==> src/rtl/sprite_pkg.sv <==
// sprite_pkg: shared defaults, descriptor layout, register map and FSM encoding
// for sprite_attr_table.
package sprite_pkg;
    localparam int NUM_SPRITES_DEF = 20;
    localparam int VBLANK_LINE_DEF = 480;
    localparam int ID_W   = 5;
    localparam int X_W    = 9;
    localparam int Y_W    = 10;
    localparam int DESC_W = ID_W + X_W + Y_W;
    localparam logic [4:0] ADDR_IRQ_ACK = 5'd30;
    localparam logic [4:0] ADDR_CTRL    = 5'd31;

    typedef struct packed {
        logic [ID_W-1:0] id;
        logic [X_W-1:0]  x;
        logic [Y_W-1:0]  y;
    } sprite_desc_t;

    typedef enum logic [1:0] {ST_IDLE, ST_ARMED, ST_COPY} sat_state_e;
endpackage

==> src/rtl/sprite_attr_table.sv <==
// sprite_attr_table: CPU-written shadow descriptor table copied into the display-side
// active table one slot per cycle at vblank start. Define SAT_READBACK_EN for shadow readback.
module sprite_attr_table
    import sprite_pkg::*;
#(
    parameter int NUM_SPRITES = NUM_SPRITES_DEF,
    parameter int VBLANK_LINE = VBLANK_LINE_DEF
) (
    input  logic        clk,
    input  logic        reset_n,
    input  logic        chipselect,
    input  logic        write,
    input  logic        read,
    input  logic [4:0]  address,
    input  logic [31:0] writedata,
    output logic [31:0] readdata,
    output logic        waitrequest,
    input  logic [9:0]  VGA_HCOUNT,
    input  logic [9:0]  VGA_VCOUNT,
    input  logic [4:0]  rd_slot,
    output logic [23:0] rd_desc,
    output logic        frame_irq
);
    localparam logic [4:0] NSP  = 5'(NUM_SPRITES);
    localparam logic [4:0] LAST = 5'(NUM_SPRITES - 1);

    sat_state_e   state_q, state_d;
    sprite_desc_t shadow_q [NUM_SPRITES];
    sprite_desc_t active_q [NUM_SPRITES];
    logic [4:0]   idx_q, idx_d;
    logic         pending_q, pending_d, rearm_q, rearm_d, irq_q, irq_d, vb_hit_q;
    logic [31:0]  readdata_q, rdata_d, status;
    logic [23:0]  rd_desc_q;
    logic         vb_hit, vblank_start, wr, shadow_addr, commit_wr, ack_wr, shadow_we;
    logic         copy_en, copy_done;
    logic         unused_hi;

    assign vb_hit       = VGA_VCOUNT == 10'(VBLANK_LINE) && VGA_HCOUNT == 10'd0;
    assign vblank_start = vb_hit && !vb_hit_q;
    assign wr           = chipselect && write;
    assign shadow_addr  = address < NSP;
    assign commit_wr    = wr && address == ADDR_CTRL && writedata[0];
    assign ack_wr       = wr && address == ADDR_IRQ_ACK;
    assign waitrequest  = state_q == ST_COPY && wr && shadow_addr;
    assign shadow_we    = wr && shadow_addr && !waitrequest;
    assign status       = {30'b0, irq_q, pending_q};
    assign unused_hi    = ^writedata[31:DESC_W];

`ifdef SAT_READBACK_EN
    assign rdata_d = address == ADDR_CTRL ? status : shadow_addr ? {8'b0, shadow_q[address]} : 32'd0;
`else
    assign rdata_d = address == ADDR_CTRL ? status : 32'd0;
`endif

    always_ff @(posedge clk or negedge reset_n)
        if (!reset_n) state_q <= ST_IDLE;
        else          state_q <= state_d;

    always_comb
        state_d = state_q == ST_IDLE  ? (pending_q ? ST_ARMED : ST_IDLE) :
                  state_q == ST_ARMED ? (vblank_start ? ST_COPY : ST_ARMED) :
                  copy_done           ? ST_IDLE : ST_COPY;

    // A commit landing mid-copy is parked in rearm_q so the exit clear cannot swallow it.
    always_comb begin
        copy_en   = state_q == ST_COPY;
        copy_done = copy_en && idx_q == LAST;
        idx_d     = copy_en && !copy_done ? idx_q + 5'd1 : 5'd0;
        pending_d = copy_done ? rearm_q || commit_wr : pending_q || commit_wr;
        rearm_d   = copy_en && !copy_done && (rearm_q || commit_wr);
        irq_d     = copy_done || (irq_q && !ack_wr);
    end

    always_ff @(posedge clk or negedge reset_n)
        if (!reset_n) begin
            for (int i = 0; i < NUM_SPRITES; i++) begin
                shadow_q[i] <= '0;
                active_q[i] <= '0;
            end
            idx_q      <= '0;
            pending_q  <= 1'b0;
            rearm_q    <= 1'b0;
            irq_q      <= 1'b0;
            vb_hit_q   <= 1'b0;
            readdata_q <= '0;
            rd_desc_q  <= '0;
        end else begin
            if (shadow_we) shadow_q[address] <= sprite_desc_t'(writedata[DESC_W-1:0]);
            if (copy_en) active_q[idx_q] <= shadow_q[idx_q];
            if (chipselect && read) readdata_q <= rdata_d;
            rd_desc_q <= rd_slot < NSP ? active_q[rd_slot] : '0;
            idx_q     <= idx_d;
            pending_q <= pending_d;
            rearm_q   <= rearm_d;
            irq_q     <= irq_d;
            vb_hit_q  <= vb_hit;
        end

    assign readdata  = readdata_q;
    assign rd_desc   = rd_desc_q;
    assign frame_irq = irq_q;
endmodule

==> config.mk <==
export PLATFORM = sky130hd
export DESIGN_NAME = sprite_attr_table
export DESIGN_NICKNAME = d
export VERILOG_FILES = /design/src/rtl/sprite_pkg.sv /design/src/rtl/sprite_attr_table.sv
export SDC_FILE = /design/constraint.sdc
export NUM_CORES = 2
export LEC_CHECK = 0
export CAP_MARGIN = 40
export CORE_ASPECT_RATIO = 0.75
export CORE_UTILIZATION = 30
export CTS_CLUSTER_SIZE = 20
export DETAILED_ROUTE_END_ITERATION = 10
export SLEW_MARGIN = 0
export SYNTH_ARGS = -nofsm -noshare
export SYNTH_HDL_FRONTEND = slang
export SYNTH_SLANG_ARGS = --single-unit
==> constraint.sdc <==
create_clock -name clk -period 2.78 [get_ports clk]
set_input_delay 0.278 -clock clk [delete_from_list [all_inputs] [get_ports clk]]
set_output_delay 0.278 -clock clk [all_outputs]
set_load 0.03 [all_outputs]
==> results.yml <==
floorplan:
  fp.dieH_um: 334.0
  die-area_um2: 148500
  fp.coreArea_um2: 145500
  pin_count: 125
  initial_core_util_pct: 30.30
  fp.dieW_um: 444.6
  rows: 121
detailed_routing:
  drtIter0Drc: 1974
  post-route-drc-count: 0
  viasPerCell: 4.920
  wl_per_cell_um: 20.27
  first_pass_iters: 5
  drt.antenna.violating_nets: 0
  drt_wl_total_mm: 112.6
  vias: 27340
final_layout:
  areaGrowthSynthToFinish_pct: 17.44
  mostFrequentLayoutCell: "dfrtp_1"
  multi_input_area_um2: 17970
  finalInstanceArea_um2: 51770
  nNetsFinal: 3579
  final_cell_mix: "dfrtp_1 (995), mux2_2 (573), a21oi_1 (302)"
  register_area_um2: 24960
  drive_gt1_share_pct: 30.79
  nFillCells: 14030
synthesis:
  yosysUniqueCellTypes: 58
  synth-seq-area-share_pct: 56.59
  synth_edf_count: 0
  yosysWarnings: 0
  synth_top_area_share_pct: 56.59
  ys_seq_elements: 997
  synthFlopType: "dfrtp_1"
  yosysTopAreaCell: "dfrtp_1"
  syn-cell-area_um2: 44080
  synth_area_leaders: "dfrtp_1 (57%), mux2_2 (15%), mux4_2 (6.7%)"
  async_flop_share_pct: 100.0
  synthCells: 3436
  avgSynthCellArea_um2: 12.83
worst_hold_path:
  min_path_type: "in2async"
critical_path:
  crit_fanout: 8
  critPathLaunchType: "register"
  criticalPathCategory: "reg2out"
  cp.required_ns: 2.50
  endpoint_kind: "output port"
  worstPathArrival_ns: 2.26
pwr:
  p_sw_uw: 7657
  power.internal_uw: 24800
  p_leak_uw: 0.02362
  power.density_nw_per_um2: 626.9
  p_comb_share_pct: 8.5
  seq_power_share_pct: 49.0
  clockPowerShare_pct: 42.5
  ir_worst_vdd_uv: 460.9
  switching_share_pct: 23.59
place:
  routabilityCongestion: 0.7778
  dp_hpwl_mm: 73.99
  numPortBuffers: 86
  dpl_cell_area_um2: 48420
global_routing:
  grt_pass1_wl_mm: 176.4
  use_met3_pct: 2.605
  antenna_found_initial: 0
  grt_busiest_layer: "met2"
  first_global_vias: 28240
  grt_max_degree: 139
  grt_use_met2_pct: 24.61
  met1_usage_pct: 21.24
  grtUsageTotal_pct: 15.37
  overflow: 0
clocking:
  postCtsSetupBuffers: 0
  cts_max_path_buffers: 3
  insertion_delay_ns: 0.70
  cts_made_buffers: 99
  clk_pin_slew_ns: 0.06
  clkSinkCount: 997
  root_buffer: "clkbuf_16"
  htreeDepth: 3
  cts_tree: "done"
sta:
  skew_ns: 0.02399
  post-route-period-util_pct: 91.29
  relSlewSlack_pct: 39.69
  tightestPinTransition_ns: 0.9019
  rsz0062_at_grt: "no"
  hold_viol: 0
  setup_tns_ns: 0
  timing.fmax_ghz: 0.3940
  setup_violations: 0
  drv_slew: 0
  final.min_clock_period_ns: 2.538
flow_run:
  cap_violations: 0
run_status:
  status: "completed"
cells by family after synthesis:
kind of cell	after synthesis	synth area share (%)
simple gates	645	6.443
flops	997	56.59
other cells	1	0.008507
fa+ha+maj	4	0.1135
mux	957	27.23
xor+xnor	2	0.03974
compound gates	513	6.341
buf+inv	317	3.230
power by group through the flow:
stage / Sequential (uW) / Clock [uW] / Combinational, uW
floorplan: 16100 / 0 / 1720
global placement: 16100 / 0 / 2730
detailed placement: 16200 / 0 / 2800
CTS: 15900 / 14100 / 2810
global route: 16000 / 14700 / 3010
finish: 15900 / 13800 / 2760
worst max-delay path: stages, from the launching register on:
cell	delay (ns)
dfrtp_1	0.52
nand2b_1	0.27
a211oi_1	0.32
dlygate4sd2_1	0.45
final timing paths:
path / to / startpoint / cells past startpoint / slack (ns)
hold / removal: active_q[258]$_DFFE_PN0P_ / reset_n / 2 / 0.06
min in group clk: vb_hit_q$_DFF_PN0_ / VGA_VCOUNT[5] / 3 / 0.17
hold reg to reg: active_q[113]$_DFFE_PN0P_ / active_q[113]$_DFFE_PN0P_ / 2 / 0.48
setup reg to reg: active_q[111]$_DFFE_PN0P_ / idx_q[0]$_DFF_PN0_ / 6 / 0.42
setup / recovery: waitrequest / state_q[0]$_DFF_PN0_ / 3 / 0.24
max in group asynchronous: shadow_q[441]$_DFFE_PN0P_ / reset_n / 3 / 1.67
per-layer routing:
layer | part of all wire, % | vias up
met5 | 0 | -
met4 | 3.0 | 0
met3 | 3.8 | 190
met2 | 47 | 445
met1 | 46 | 14380
li1 | - | 12320
per-stage QoR:
step                      util, %  setup WS, ns  hold slack (ns)  total power [uW]  cells
after detailed placement    33.28        0.1253           0.1764             18980   5374
after floorplan                 -        0.2845         -0.01759             17790   3465
final                       35.59        0.2421          0.05931             32460   5556
after global routing        35.58       0.06835          0.04081             33730   5554
after CTS                   35.58        0.1030          0.02538             32870   5554
after global placement      33.26        0.1326           0.1800             18860   5372
cell type report:
type | instances | share of cell area (%)
Inverter | 4 | 0.02900
Clock inverter | 33 | 0.6936
Clock buffer | 146 | 5.752
Antenna cell | 2 | 0.009667
Timing Repair Buffer | 255 | 5.846
Multi-Input combinational cell | 2151 | 34.71
Sequential cell | 997 | 48.20
Tap cell | 1968 | 4.756
timing repair:
| action | in CTS | in global routing |
|---|---|---|
| endpoints found under the hold margin | 642 | 0 |
| endpoints found under the setup margin | 1 | 0 |
| hold buffers | 1 | 0 |
| gates resized for setup | 1 | 0 |
sequential cells by signal, indices dropped and copies added (netlist names):
signal	count
frame_irq	1
active_q	480
vb_hit_q	1
rearm_q	1
rd_desc	24
pending_q	1
state_q	2
readdata	2
idx_q	5
shadow_q	480
cells in the mapped netlist, types with 11 or more instances:
master,count
dfrtp_1,997
mux2_2,573
a21oi_1,302
nor2_1,278
mux2i_1,237
nand2_1,209
clkbuf_1,184
mux4_2,132
o21ai_0,120
nand3_1,85
a22oi_1,73
buf_2,67
buf_4,36
buf_1,24
nor2b_1,15
nor2_2,11
(Power assumes the default switching activity.)
